$ cat src/rtl/rr_or_arbiter_pkg.sv
// Shared types and defaults for the round-robin OR-resource arbiter.
package arb_pkg;

    typedef enum logic {
        IDLE  = 1'b0,
        GRANT = 1'b1
    } arb_state_t;

    localparam int unsigned ARB_DEFAULT_N        = 4;
    localparam int unsigned ARB_DEFAULT_MAX_HOLD = 4;

endpackage

$ cat src/rtl/rr_or_arbiter_if.sv
// Request/grant bundle between requesters (master) and the arbiter (slave).
interface rr_or_arbiter_if
    import arb_pkg::*;
#(
    parameter int unsigned N = ARB_DEFAULT_N
);
    localparam int unsigned ID_W = (N > 1) ? $clog2(N) : 1;

    logic [N-1:0]    req;
    logic [N-1:0]    gnt;
    logic [ID_W-1:0] gnt_id;
    logic            gnt_valid;
    logic            any_req;

    modport master (
        output req,
        input  gnt,
        input  gnt_id,
        input  gnt_valid,
        input  any_req
    );

    modport slave (
        input  req,
        output gnt,
        output gnt_id,
        output gnt_valid,
        output any_req
    );

endinterface

$ cat src/rtl/rr_or_arbiter_pick.sv
// Circular priority search: first set request at or after 'start', wrapping to 0.
module rr_pick
    import arb_pkg::*;
#(
    parameter int unsigned N = ARB_DEFAULT_N,
    localparam int unsigned ID_W = (N > 1) ? $clog2(N) : 1
) (
    input  logic [N-1:0]    req,
    input  logic [ID_W-1:0] start,
    output logic            found,
    output logic [ID_W-1:0] idx
);

    logic [N-1:0]    rot;
    logic [ID_W-1:0] off;

    // Rotate so 'start' lands at bit 0, priority-encode, then rotate the index back.
    always_comb begin
        rot   = '0;
        found = 1'b0;
        off   = '0;
        for (int unsigned i = 0; i < N; i++) begin
            rot[i] = req[(i + 32'(start)) % N];
        end
        for (int unsigned i = 0; i < N; i++) begin
            if (!found && rot[i]) begin
                found = 1'b1;
                off   = ID_W'(i);
            end
        end
        idx = ID_W'((32'(off) + 32'(start)) % N);
    end

endmodule

$ cat src/rtl/rr_or_arbiter.sv
// Round-robin arbiter granting one requester at a time ownership of a shared
// OR-combined resource, with optional per-owner hold limit.
module rr_or_arbiter
    import arb_pkg::*;
#(
    parameter int unsigned N        = ARB_DEFAULT_N,
    parameter int unsigned MAX_HOLD = ARB_DEFAULT_MAX_HOLD
) (
    input  logic           clk,
    input  logic           rst_n,
    rr_or_arbiter_if.slave bus
);

    localparam int unsigned ID_W   = (N > 1) ? $clog2(N) : 1;
    localparam int unsigned HOLD_W = (MAX_HOLD > 0) ? $clog2(MAX_HOLD + 1) : 1;
    localparam logic [HOLD_W-1:0] HOLD_LAST = (MAX_HOLD > 0) ? HOLD_W'(MAX_HOLD - 1) : '0;

    arb_state_t      state_q, state_d;
    logic [ID_W-1:0] ptr_q, ptr_d;
    logic [HOLD_W-1:0] hold_q, hold_d;
    logic [N-1:0]    gnt_q, gnt_d;
    logic [ID_W-1:0] gnt_id_q, gnt_id_d;
    logic            gnt_valid_q;

    logic [ID_W-1:0] next_owner;
    logic [ID_W-1:0] search_start;
    logic [ID_W-1:0] pick_idx;
    logic            pick_found;
    logic            owner_req;
    logic            timeout;

    assign bus.any_req   = |bus.req;
    assign bus.gnt       = gnt_q;
    assign bus.gnt_id    = gnt_id_q;
    assign bus.gnt_valid = gnt_valid_q;

    assign next_owner   = (gnt_id_q == ID_W'(N - 1)) ? '0 : gnt_id_q + 1'b1;
    assign owner_req    = bus.req[gnt_id_q];
    assign timeout      = (MAX_HOLD != 0) && (hold_q == HOLD_LAST);
    // Re-arbitration searches from the slot after the owner, so a timed-out
    // owner is only regranted when nobody else is asking.
    assign search_start = (state_q == IDLE) ? ptr_q : next_owner;

    rr_pick #(
        .N (N)
    ) u_pick (
        .req   (bus.req),
        .start (search_start),
        .found (pick_found),
        .idx   (pick_idx)
    );

    always_comb begin
        state_d  = state_q;
        ptr_d    = ptr_q;
        hold_d   = hold_q;
        gnt_d    = gnt_q;
        gnt_id_d = gnt_id_q;
        case (state_q)
            IDLE: begin
                if (pick_found) begin
                    state_d         = GRANT;
                    gnt_d           = '0;
                    gnt_d[pick_idx] = 1'b1;
                    gnt_id_d        = pick_idx;
                    hold_d          = '0;
                end
            end
            GRANT: begin
                if (owner_req && !timeout) begin
                    if (hold_q != '1) begin
                        hold_d = hold_q + 1'b1;
                    end
                end else begin
                    ptr_d  = next_owner;
                    hold_d = '0;
                    if (pick_found) begin
                        gnt_d           = '0;
                        gnt_d[pick_idx] = 1'b1;
                        gnt_id_d        = pick_idx;
                    end else begin
                        state_d  = IDLE;
                        gnt_d    = '0;
                        gnt_id_d = '0;
                    end
                end
            end
            default: begin
                state_d  = IDLE;
                gnt_d    = '0;
                gnt_id_d = '0;
                hold_d   = '0;
            end
        endcase
    end

    always_ff @(posedge clk or negedge rst_n) begin
        if (!rst_n) begin
            state_q     <= IDLE;
            ptr_q       <= '0;
            hold_q      <= '0;
            gnt_q       <= '0;
            gnt_id_q    <= '0;
            gnt_valid_q <= 1'b0;
        end else begin
            state_q     <= state_d;
            ptr_q       <= ptr_d;
            hold_q      <= hold_d;
            gnt_q       <= gnt_d;
            gnt_id_q    <= gnt_id_d;
            gnt_valid_q <= |gnt_d;
        end
    end

`ifndef SYNTHESIS
    always @(posedge clk) begin
        if (rst_n) begin
            assert ($onehot0(gnt_q));
            assert (gnt_valid_q == |gnt_q);
            assert (gnt_q[gnt_id_q] == gnt_valid_q);
            assert ((state_q == GRANT) == gnt_valid_q);
        end
    end
`endif

endmodule

$ cat src/flat_wrapper.sv
// flat-port wrapper written by rule: the top's interface ports become plain ports
module rr_or_arbiter_flat import arb_pkg::*;
#(
    parameter int unsigned N        = ARB_DEFAULT_N,
    parameter int unsigned MAX_HOLD = ARB_DEFAULT_MAX_HOLD
)
  (clk, rst_n, bus_req, bus_gnt, bus_gnt_id, bus_gnt_valid, bus_any_req);
  rr_or_arbiter_if #(.N(N)) bus_i ();
  input  logic clk;
  input  logic rst_n;
  input wire logic [$bits(bus_i.req)-1:0] bus_req;
  output wire logic [$bits(bus_i.gnt)-1:0] bus_gnt;
  output wire logic [$bits(bus_i.gnt_id)-1:0] bus_gnt_id;
  output wire logic [$bits(bus_i.gnt_valid)-1:0] bus_gnt_valid;
  output wire logic [$bits(bus_i.any_req)-1:0] bus_any_req;
  assign bus_i.req = bus_req;
  assign bus_gnt = bus_i.gnt;
  assign bus_gnt_id = bus_i.gnt_id;
  assign bus_gnt_valid = bus_i.gnt_valid;
  assign bus_any_req = bus_i.any_req;
  rr_or_arbiter #(.N(N), .MAX_HOLD(MAX_HOLD)) u_core (.clk(clk), .rst_n(rst_n), .bus(bus_i));
endmodule
$ cat config.mk
export PLATFORM = sky130hd
export DESIGN_NAME = rr_or_arbiter_flat
export DESIGN_NICKNAME = d
export VERILOG_FILES = /design/src/rtl/rr_or_arbiter_pkg.sv /design/src/rtl/rr_or_arbiter_if.sv /design/src/rtl/rr_or_arbiter_pick.sv /design/src/rtl/rr_or_arbiter.sv /design/src/flat_wrapper.sv
export SDC_FILE = /design/constraint.sdc
export NUM_CORES = 1
export LEC_CHECK = 0
export CAP_MARGIN = 15
export CELL_PAD_IN_SITES_DETAIL_PLACEMENT = 0
export CELL_PAD_IN_SITES_GLOBAL_PLACEMENT = 2
export CORE_UTILIZATION = 32
export DETAILED_ROUTE_END_ITERATION = 7
export PLACE_DENSITY_LB_ADDON = 0.05
export RECOVER_POWER = 50
export SETUP_SLACK_MARGIN = 0.02
export SLEW_MARGIN = 5
export SYNTH_ARGS = -nofsm -noshare
export SYNTH_HDL_FRONTEND = slang
export SYNTH_HIERARCHICAL = 1
export SYNTH_SLANG_ARGS = --single-unit
$ cat constraint.sdc
create_clock -name clk -period 3.3 [get_ports clk]
set_clock_uncertainty 0.15 [all_clocks]
set_input_delay 0.495 -clock clk [delete_from_list [all_inputs] [get_ports clk]]
set_output_delay 0.495 -clock clk [all_outputs]
set_load 0.1 [all_outputs]
Yosys cells after proc, flatten, opt, wreduce, memory -nomap -nowiden
Index checks and enable logic that the tools add are counted.
{"block": "word_totals", "ff_bits": 13, "latchBits": 0, "ramBits": 0, "mem_bits_ro": 0, "elab_cells": 77, "memories": 0}
{"block": "classes", "n_addsub": 6, "n_mul": 0, "div_mod_pow": 0, "order_cmp": 7, "n_eq_ne": 6, "shifts": 0, "muxes": 36, "bitwise": 2, "reduce_logical": 14}
{"cell": "$lt A2 B3 Y1 const B", "n": 6}
{"cell": "$mux W2", "n": 7}
{"cell": "$mux W1", "n": 13}
{"cell": "$mux W4", "n": 3}
{"cell": "$bmux W1 S2", "n": 5}
{"cell": "$mux W3", "n": 3}
{"cell": "$pmux W4 S2", "n": 1}
{"cell": "$reduce_or A4 Y1", "n": 2}
{"cell": "$ne A3 B3 Y1 const B", "n": 2}
{"cell": "$pmux W3 S2", "n": 1}
{"cell": "$reduce_and A2 Y1", "n": 3}
{"cell": "$logic_and A1 B1 Y1", "n": 5}
{"cell": "$add A2 B2 Y2 const A", "n": 2}
{"cell": "$logic_not A1 Y1", "n": 4}
{"cell": "$pmux W2 S2", "n": 1}
{"cell": "$add A3 B1 Y3 const B", "n": 1}
{"cell": "$eq A3 B2 Y1 const B", "n": 1}
{"cell": "$add A1 B2 Y2 const A", "n": 1}
{"cell": "$add A2 B1 Y2 const B", "n": 1}
{"cell": "$add A2 B2 Y2", "n": 1}
{"cell": "$demux W1 S2", "n": 1}
{"cell": "$eq A2 B2 Y1 const B", "n": 1}
{"cell": "$ge A2 B1 Y1 const B", "n": 1}
{"cell": "$ne A2 B1 Y1 const B", "n": 1}
{"cell": "other kinds (3)", "n": 4}

Depth between registers and ports, before layout
Gate-level depths: netlist of run 1.
{"block": "logic_depth", "word_depth": 24, "depth_mapped": 13, "depth_no_buf": 12}

Modules after synthesis
The synthesis of run 1 kept the hierarchy.
{"module": "rr_or_arbiter", "instances": 1, "cells_each": 55, "area_each_um2": 659.4}
{"module": "rr_pick", "instances": 1, "cells_each": 28, "area_each_um2": 190.2}

Least setup slack after synthesis of run 1
No wires, ideal clock.
{"block": "synth_timing", "path_type": "reg2reg", "from": "register u_core.gnt_id_q[0], in the netlist u_core/bus.gnt_id[0]", "to": "register u_core.gnt_q[0], in the netlist u_core/bus.gnt[0]", "setup_ps": 123, "arrival_ps": 2930, "required_time_ps": 3027, "slack_ps": 97, "stages_incl_launch_ff": 13, "n_path_buf": 1, "synth_period_minus_slack_ps": 3203, "cell_sequence": "dfrtp_1 > ha_1 > nor2_1 > mux2_2 > buf_6 > nor4_1 > a21oi_1 > o211ai_1 > ha_1 > xnor2_1 > xnor2_1 > nor2_1 > a32o_1"}
{"block": "synth_via", "elab_chain_cells": 23}
{"element": "start: declaration", "line_no": "rr_or_arbiter.sv:22", "text": "logic [ID_W-1:0] gnt_id_q, gnt_id_d;"}
{"element": "start signal: assignment", "line_no": "rr_or_arbiter.sv:110", "text": "gnt_id_q <= gnt_id_d;"}
{"element": "$add A2 B1 Y2 or $eq A2 B2 Y1 (tied branches)", "line_no": "rr_or_arbiter.sv:37", "text": "assign next_owner = (gnt_id_q == ID_W'(N - 1)) ? '0 : gnt_id_q + 1'b1;"}
{"element": "$mux W2 (*)", "line_no": "rr_or_arbiter.sv:37"}
{"element": "$mux W2 (*)", "line_no": "rr_or_arbiter.sv:42", "text": "assign search_start = (state_q == IDLE) ? ptr_q : next_owner;"}
{"element": "named net u_core.search_start[0]", "line_no": "rr_or_arbiter.sv:26", "text": "logic [ID_W-1:0] search_start;"}
{"element": "parallel branches: the longest is 12 deep, another holds $add A1 B2 Y2"}
{"element": "$add A2 B2 Y2 (*)", "line_no": "rr_or_arbiter_pick.sv:31", "text": "idx = ID_W'((32'(off) + 32'(start)) % N);"}
{"element": "named net u_core.pick_idx[1]", "line_no": "rr_or_arbiter.sv:27", "text": "logic [ID_W-1:0] pick_idx;"}
{"element": "$lt A2 B3 Y1 (implied by the code) or $ge A2 B1 Y1 (tied branches)", "line_no": "rr_or_arbiter.sv:64, rr_or_arbiter.sv:79"}
{"element": "$logic_and A1 B1 Y1 (implied by the code)", "line_no": "rr_or_arbiter.sv:64, rr_or_arbiter.sv:79"}
{"element": "$mux W1 (implied by the code)", "line_no": "rr_or_arbiter.sv:64, rr_or_arbiter.sv:79"}
{"element": "$demux W1 S2 (*)"}
{"element": "$mux W4", "line_no": "rr_or_arbiter.sv:77", "text": "if (pick_found) begin"}
{"element": "$mux W4", "line_no": "rr_or_arbiter.sv:70", "text": "if (owner_req && !timeout) begin"}
{"element": "$pmux W4 S2 (*)", "line_no": "rr_or_arbiter.sv:59", "text": "case (state_q)"}
{"element": "named net u_core.gnt_d[0]", "line_no": "rr_or_arbiter.sv:21", "text": "logic [N-1:0] gnt_q, gnt_d;"}
{"element": "end signal: assignment", "line_no": "rr_or_arbiter.sv:109", "text": "gnt_q <= gnt_d;"}
{"element": "end: declaration", "line_no": "rr_or_arbiter.sv:21"}
Mark *: on every way through the listed nets, which the timed path passes. The select of a mux whose other input is x is not followed.
A chain may end at the register's enable or synchronous reset.

Worst setup path after layout of run 1
Ends and elaborated chain as after synthesis.

==> impl_metrics.csv, run 1 <==
group,metric,value,unit
route,vias,663,
synth,synth_top_area_frac,0.3829,
setup_path,crit_cells,11,
clocking,clk_pin_slew,0.09,ns
timing,slew_headroom,0.2256,
setup_path,crit-reg2reg-capture,"u_core/bus.gnt[0]$_DFF_PN0_",
timing,setup_viol,0,
synth,synthTopCellsByCount,"13 x dfrtp_1, 7 x nand2_1, 7 x nor2_1, 6 x a32o_1, 5 x ha_1",
clocking,numCtsBuffers,3,
synth,synth-async-reset-ratio,1.000,
setup_path,reg2reg_from,"u_core/bus.gnt_id[0]$_DFFE_PN0P_",
synth,post-synth-top-count-cell,"dfrtp_1",
floorplanning,rows,18,
setup_path,cp-start-kind,"flip-flop",
synth,ys_seq_elements,13,
synth,synth_area,849.6,um^2
cells_and_area,drive_above_1_share,0.1667,
global_route,grt_max_degree,14,
synth,ys_top_cells_by_area,"dfrtp_1 38%, ha_1 7.4%, a32o_1 7.1%",
setup_path,cp_slowest_stage_delay,0.44,ns
setup_path,cp-startpoint,"u_core/bus.gnt_id[0]$_DFFE_PN0P_",
timing,fin_crit_sh,0.8156,
synth,ys_seq_area_frac,0.3829,
setup_path,regToRegSetupSlack,0.61,ns
global_route,grt_pass1_vias,593,
clocking,cts_hold_buf,0,
clocking,cts.path.max_buffers,2,
timing,worst_pin_slew,1.167,ns
route,ant_nets,0,
run_status,status,"completed",
synth,synth-edff-count,0,
floorplanning,core,2500,um^2
timing,hold_viol_final,0,
cells_and_area,diodes,0,
global_route,antenna_found_initial,0,
setup_path,endpoint_kind,"flip-flop",
setup_path,critPathSlowestCell,"dfrtp_1",
timing,setup-tns-final,0,ns
clocking,cts_root_buf,"clkbuf_4",
setup_path,endpoint,"u_core/bus.gnt[0]$_DFF_PN0_",
placement,dp_hpwl,1.291,mm
setup_path,crit_chain,"ha_1, nor2_1, mux2_2, nor3_1, a31oi_1, o211ai_1, ha_1, xnor2_1, xnor2_1, nor2_1, a32o_1",
synth,yosys.area.top_type,"dfrtp_1",
clocking,cts_sinks,13,
route,wire_per_inst,13.56,um
clocking,insertion_delay,0.27,ns
route,drcViolationCount,0,
setup_path,crit_family,"compound AO/OA/AOI/OAI gates",
job,cap_viol_max_count,0,
route,viasPerCell,5.262,
placement,gp_congestion,0.6538,
global_route,grt_usage,0.1396,
setup_path,rr_worst_depth,11,
route,firstDrtPassIters,4,
global_route,grt_overflow,0,
floorplanning,die_area,2865,um^2
clocking,ctsResizeCount,0,
synth,synthFlopType,"dfrtp_1",
floorplanning,initial_core_util,0.3398,
clocking,tritoncts,"yes",
route,wirelength,1.708,mm
synth,syn_nets,94,
cells_and_area,syn_to_final_growth,15.61,%
timing,drv_slew,0,
setup_path,required,3.32,ns
clocking,cts_setup_buffers,0,
cells_and_area,multi_input_area,489.2,um^2
cells_and_area,final-seq-area,325.3,um^2
cells_and_area,nNetsFinal,108,
setup_path,cp_max_fo,11,
synth,netlist-cell-type-count,34,
placement,io_buffers,13,
setup_path,path_class,"reg2reg",
global_route,grt_pass1_wl,2.787,mm
timing,period_needed,2.691,ns
synth,yosysWarnings,6,
cells_and_area,fillers,253,
floorplanning,io_pins,14,
clocking,cts_htree_levels,1,
setup_path,cp.arrival,2.71,ns
setup_path,crit_buf_inv,0,
route,drtIter0Drc,7,
floorplanning,die_x,53.53,um
timing,clock.fmax,371.6,MHz
synth,synth.avg_cell_area,10.24,um^2
timing,rsz0062_at_grt,"no",
min_path,hp-class,"reg2reg",
synth,syn-instance-count,83,
floorplanning,die_y,53.53,um
worst reg2reg max path, delay by kind of cell (launching register included):
family,cells,cell delay (ns)
compound gates,3,0.53
xor+xnor,2,0.37
fa+ha+maj,2,0.38
flops,1,0.44
mux,1,0.37
simple gates,3,0.34
routing by layer:
metal,global-route usage,routed length (um)
met1,0.1917,939
met2,0.2063,730
met3,0.05460,39
met4,0.02632,0
met5,0,0
area by class of cell:
cell class / count / share of cell area
Tap cell: 30 / 0.03822
Sequential cell: 13 / 0.3312
Clock buffer: 3 / 0.02293
Multi-Input combinational cell: 64 / 0.4981
Timing Repair Buffer: 13 / 0.09682
Inverter: 2 / 0.007643
Clock inverter: 1 / 0.005096
sequential cells by signal, indices dropped and copies added (netlist names):
name / flops
u_core/bus.gnt: 4
u_core/bus.gnt_id: 2
u_core/bus.gnt_valid: 1
u_core/hold_q: 3
u_core/ptr_q: 2
u_core/state_q: 1
through the flow:
stage | instances | hold WS, ns | utilization | instance area [um^2] | setup slack, ns
3_3_place_gp | 122 | 0.3440 | 0.3879 | 969.7 | 0.4618
5_1_grt | 126 | 0.3893 | 0.3929 | 982.2 | 0.2897
6_report | 126 | 0.3652 | 0.3929 | 982.2 | 0.6086
4_1_cts | 126 | 0.3677 | 0.3989 | 997.2 | 0.5856
3_5_place_dp | 122 | 0.3486 | 0.3879 | 969.7 | 0.4044
2_1_floorplan | 83 | 0.04941 | - | 849.6 | 0.09717
layout by cell type, fill, tap and decap left out, types with 4 or more instances in the layout:
| master | instances |
|---|---|
| a32o_1 | 6 |
| nor2_1 | 7 |
| buf_4 | 4 |
| ha_1 | 5 |
| dfrtp_1 | 13 |
| nand2_1 | 7 |
| nand2b_1 | 4 |
| clkdlybuf4s50_1 | 4 |
| clkbuf_1 | 4 |
| mux2_2 | 4 |
cell families after synthesis:
kind of cell / Yosys count / synth area share
simple gates: 28 / 0.1650
flops: 13 / 0.3829
buf+inv: 6 / 0.04123
xor+xnor: 3 / 0.03093
fa+ha+maj: 5 / 0.07364
compound gates: 21 / 0.2033
mux: 7 / 0.1031
how the worst min path moves through the flow:
stage	from	endpoint	cells after the start
6_report	u_core/ptr_q[0]$_DFFE_PN0P_	u_core/ptr_q[0]$_DFFE_PN0P_	1
5_1_grt	u_core/ptr_q[0]$_DFFE_PN0P_	u_core/ptr_q[0]$_DFFE_PN0P_	1
4_1_cts	u_core/ptr_q[0]$_DFFE_PN0P_	u_core/ptr_q[0]$_DFFE_PN0P_	1
3_5_place_dp	u_core/ptr_q[0]$_DFFE_PN0P_	u_core/ptr_q[0]$_DFFE_PN0P_	1
3_3_place_gp	u_core/hold_q[1]$_DFFE_PN0P_	u_core/hold_q[1]$_DFFE_PN0P_	2
2_1_floorplan	rst_n	u_core/bus.gnt[0]$_DFF_PN0_	0
Power of run 1 is not shown: default switching activity piles up to over one toggle a cycle in this logic, so the estimate is an artifact.
==> run 2, diff against run 1 <==
--- a/config.mk
+++ b/config.mk
@@ -8,7 +8,7 @@
 export CAP_MARGIN = 15
 export CELL_PAD_IN_SITES_DETAIL_PLACEMENT = 0
 export CELL_PAD_IN_SITES_GLOBAL_PLACEMENT = 2
-export CORE_UTILIZATION = 32
+export CORE_UTILIZATION = 29
 export DETAILED_ROUTE_END_ITERATION = 7
 export PLACE_DENSITY_LB_ADDON = 0.05
 export RECOVER_POWER = 50
==> constraint.sdc (replaced) <==
create_clock -name clk -period 2.23 [get_ports clk]
set_clock_uncertainty 0.15 [all_clocks]
set_input_delay 0.3345 -clock clk [delete_from_list [all_inputs] [get_ports clk]]
set_output_delay 0.3345 -clock clk [all_outputs]
set_load 0.1 [all_outputs]
==> run 2 against run 1 <==
Against the previous run:
- utilization is 8.7 points higher
- worst hold slack got worse by 0.0085 ns
- highest routed layer is now met4
- critical path type unchanged
- worst setup slack got worse by 0.94 ns
- the flow now finishes with violations (negative setup slack)
- final cell count increased by 24%
- sequential share of layout area decreased by 8.0 points
- fmax increased by 5.2%
==> impl_metrics.csv, run 2 (same netlist as run 1, synthesis figures left out) <==
group,metric,value,unit
cells_and_area,diodes,0,
setup_path,regToRegSetupSlack,-0.33,ns
clocking,insertion_delay,0.27,ns
job,cap_viol_max_count,0,
cells_and_area,post-route-util,0.4800,
clocking,numCtsBuffers,3,
timing,slew_headroom,0.5918,
clocking,tritoncts,"yes",
route,wire_per_inst,14.41,um
route,drcViolationCount,0,
floorplanning,die_area,3150,um^2
route,drtIter0Drc,22,
cells_and_area,drive_above_1_share,0.4880,
setup_path,path_class,"reg2reg",
setup_path,reg2reg_from,"u_core/bus.gnt_id[0]$_DFFE_PN0P_",
timing,clock.fmax,390.9,MHz
global_route,antenna_found_initial,0,
cells_and_area,layout_common_cells,"32 x buf_4, 11 x dfrtp_1, 6 x nand2_1, 6 x nor2_1, 6 x a32o_1",
route,wl_met1,1.044,mm
timing,rsz0062_at_grt,"yes",
clocking,cts_htree_levels,1,
timing,hold_viol_final,0,
floorplanning,die_x,56.13,um
cells_and_area,final_common_cell,"buf_4",
timing,period_needed,2.558,ns
global_route,grt_max_degree,14,
clocking,cts_root_buf,"clkbuf_4",
route,dr_wl_met3,93,um
floorplanning,rows,19,
min_path,hp-class,"in2async",
route,routed.top_layer,"met4",
cells_and_area,nNetsFinal,137,
timing,setup_ws,-0.3282,ns
setup_path,cp.arrival,2.58,ns
setup_path,required,2.25,ns
floorplanning,io_pins,14,
timing,drv_slew,0,
run_status,status,"finished, violations left",
placement,io_buffers,13,
setup_path,endpoint_kind,"flip-flop",
setup_path,endpoint,"u_core/bus.gnt[1]$_DFF_PN0_",
global_route,grt_pass1_vias,812,
global_route,grt_usage,0.1540,
floorplanning,die_y,56.13,um
timing,setup_viol,5,
clocking,cts.path.max_buffers,2,
setup_path,cp-start-kind,"flip-flop",
floorplanning,core,2758,um^2
timing,fin_crit_sh,1.147,
clocking,clk_pin_slew,0.08,ns
route,wirelength,2.248,mm
route,viasPerCell,5.147,
timing,worst_pin_slew,0.6103,ns
run_status,violations,"negative setup slack",
route,vias,803,
route,firstDrtPassIters,4,
route,ant_nets,0,
route,wl_met2,1.096,mm
clocking,cts_sinks,13,
cells_and_area,syn_to_final_growth,55.82,%
placement,dp_hpwl,1.647,mm
placement,gp_congestion,0.7831,
setup_path,cp-startpoint,"u_core/bus.gnt_id[0]$_DFFE_PN0P_",
setup_path,cp_max_fo,5,
global_route,grt_pass1_wl,3.760,mm
setup_path,crit-reg2reg-capture,"u_core/bus.gnt[1]$_DFF_PN0_",
global_route,grt_overflow,0,
cells_and_area,largest_register_ffs,4,
setup_path,rr_worst_depth,11,
floorplanning,initial_core_util,0.3081,
## run 2: cell count changes in the layout (fill, tap and decap cells not counted), sizes merged
cell           previous run  this run
clkdlybuf4s50             4         1
buf                       4        35
dlymetal6s2s              0         1
dlygate4sd2               0         2
mux2                      4         5
clkbuf                    7         5
clkinv                    1         0
## run 2: worst min path at each step
stage	depth (start not counted)	slack, ns	to	from
2_1_floorplan	0	-0.11	u_core/bus.gnt[0]$_DFF_PN0_	rst_n
5_1_grt	1	0.40	u_core/hold_q[1]$_DFFE_PN0P_	rst_n
6_report	1	0.36	u_core/ptr_q[1]$_DFFE_PN0P_	rst_n
3_3_place_gp	1	0.34	u_core/ptr_q[1]$_DFFE_PN0P_	u_core/ptr_q[1]$_DFFE_PN0P_
3_5_place_dp	1	0.36	u_core/ptr_q[0]$_DFFE_PN0P_	u_core/ptr_q[0]$_DFFE_PN0P_
4_1_cts	1	0.31	u_core/hold_q[0]$_DFFE_PN0P_	rst_n
## run 2: final cells by class
| type | count | area [um^2] |
|---|---|---|
| sequential | 13 | 332.8 |
| multi-input combinational | 65 | 571.8 |
| clock buffer | 4 | 26.28 |
| timing repair buffer | 41 | 346.6 |
| inverter | 2 | 7.507 |
| fill | 274 | 1434 |
| tap | 31 | 38.79 |
## run 2: stage by stage
stage / cells / setup slack [ns] / setup TNS, ns / hold slack, ns / instance area (um^2)
global route: 156 / -0.4497 / -2.081 / 0.3977 / 1324
CTS: 153 / -0.2691 / -1.182 / 0.3051 / 1282
floorplan: 83 / -0.4592 / -2.230 / -0.1111 / 902.1
detailed placement: 146 / -0.3406 / -1.918 / 0.3580 / 1221
global placement: 146 / -0.3265 / -1.975 / 0.3374 / 1221
finish: 156 / -0.3282 / -1.464 / 0.3568 / 1324
## run 2: metal layers
metal / vias to the layer above / GRT usage
met5: - / 0
met2: 17 / 0.2636
met3: 2 / 0.01395
met4: 0 / 0.06272
li1: 394 / -
met1: 390 / 0.1985
## run 2: timing repair
item                       in CTS  in global routing
setup endpoints to repair       7                  7
buffers inserted                2                  3
hold endpoints to repair        0                  0
cloned                          1                  0
hold buffers                    0                  0
pin swaps                       1                 13
resized for setup               5                  6
## run 2: critical path, stage by stage, from the launching register on
cell	delay, ns
dfrtp_4	0.44
ha_4	0.14
nor2_4	0.04
buf_4	0.12
mux2_4	0.28
buf_6	0.12
a211o_1	0.24
o22a_1	0.18
o22ai_2	0.20
xnor2_2	0.17
nor2b_1	0.10
a32o_1	0.25
Power of run 2 is left out for the same reason.
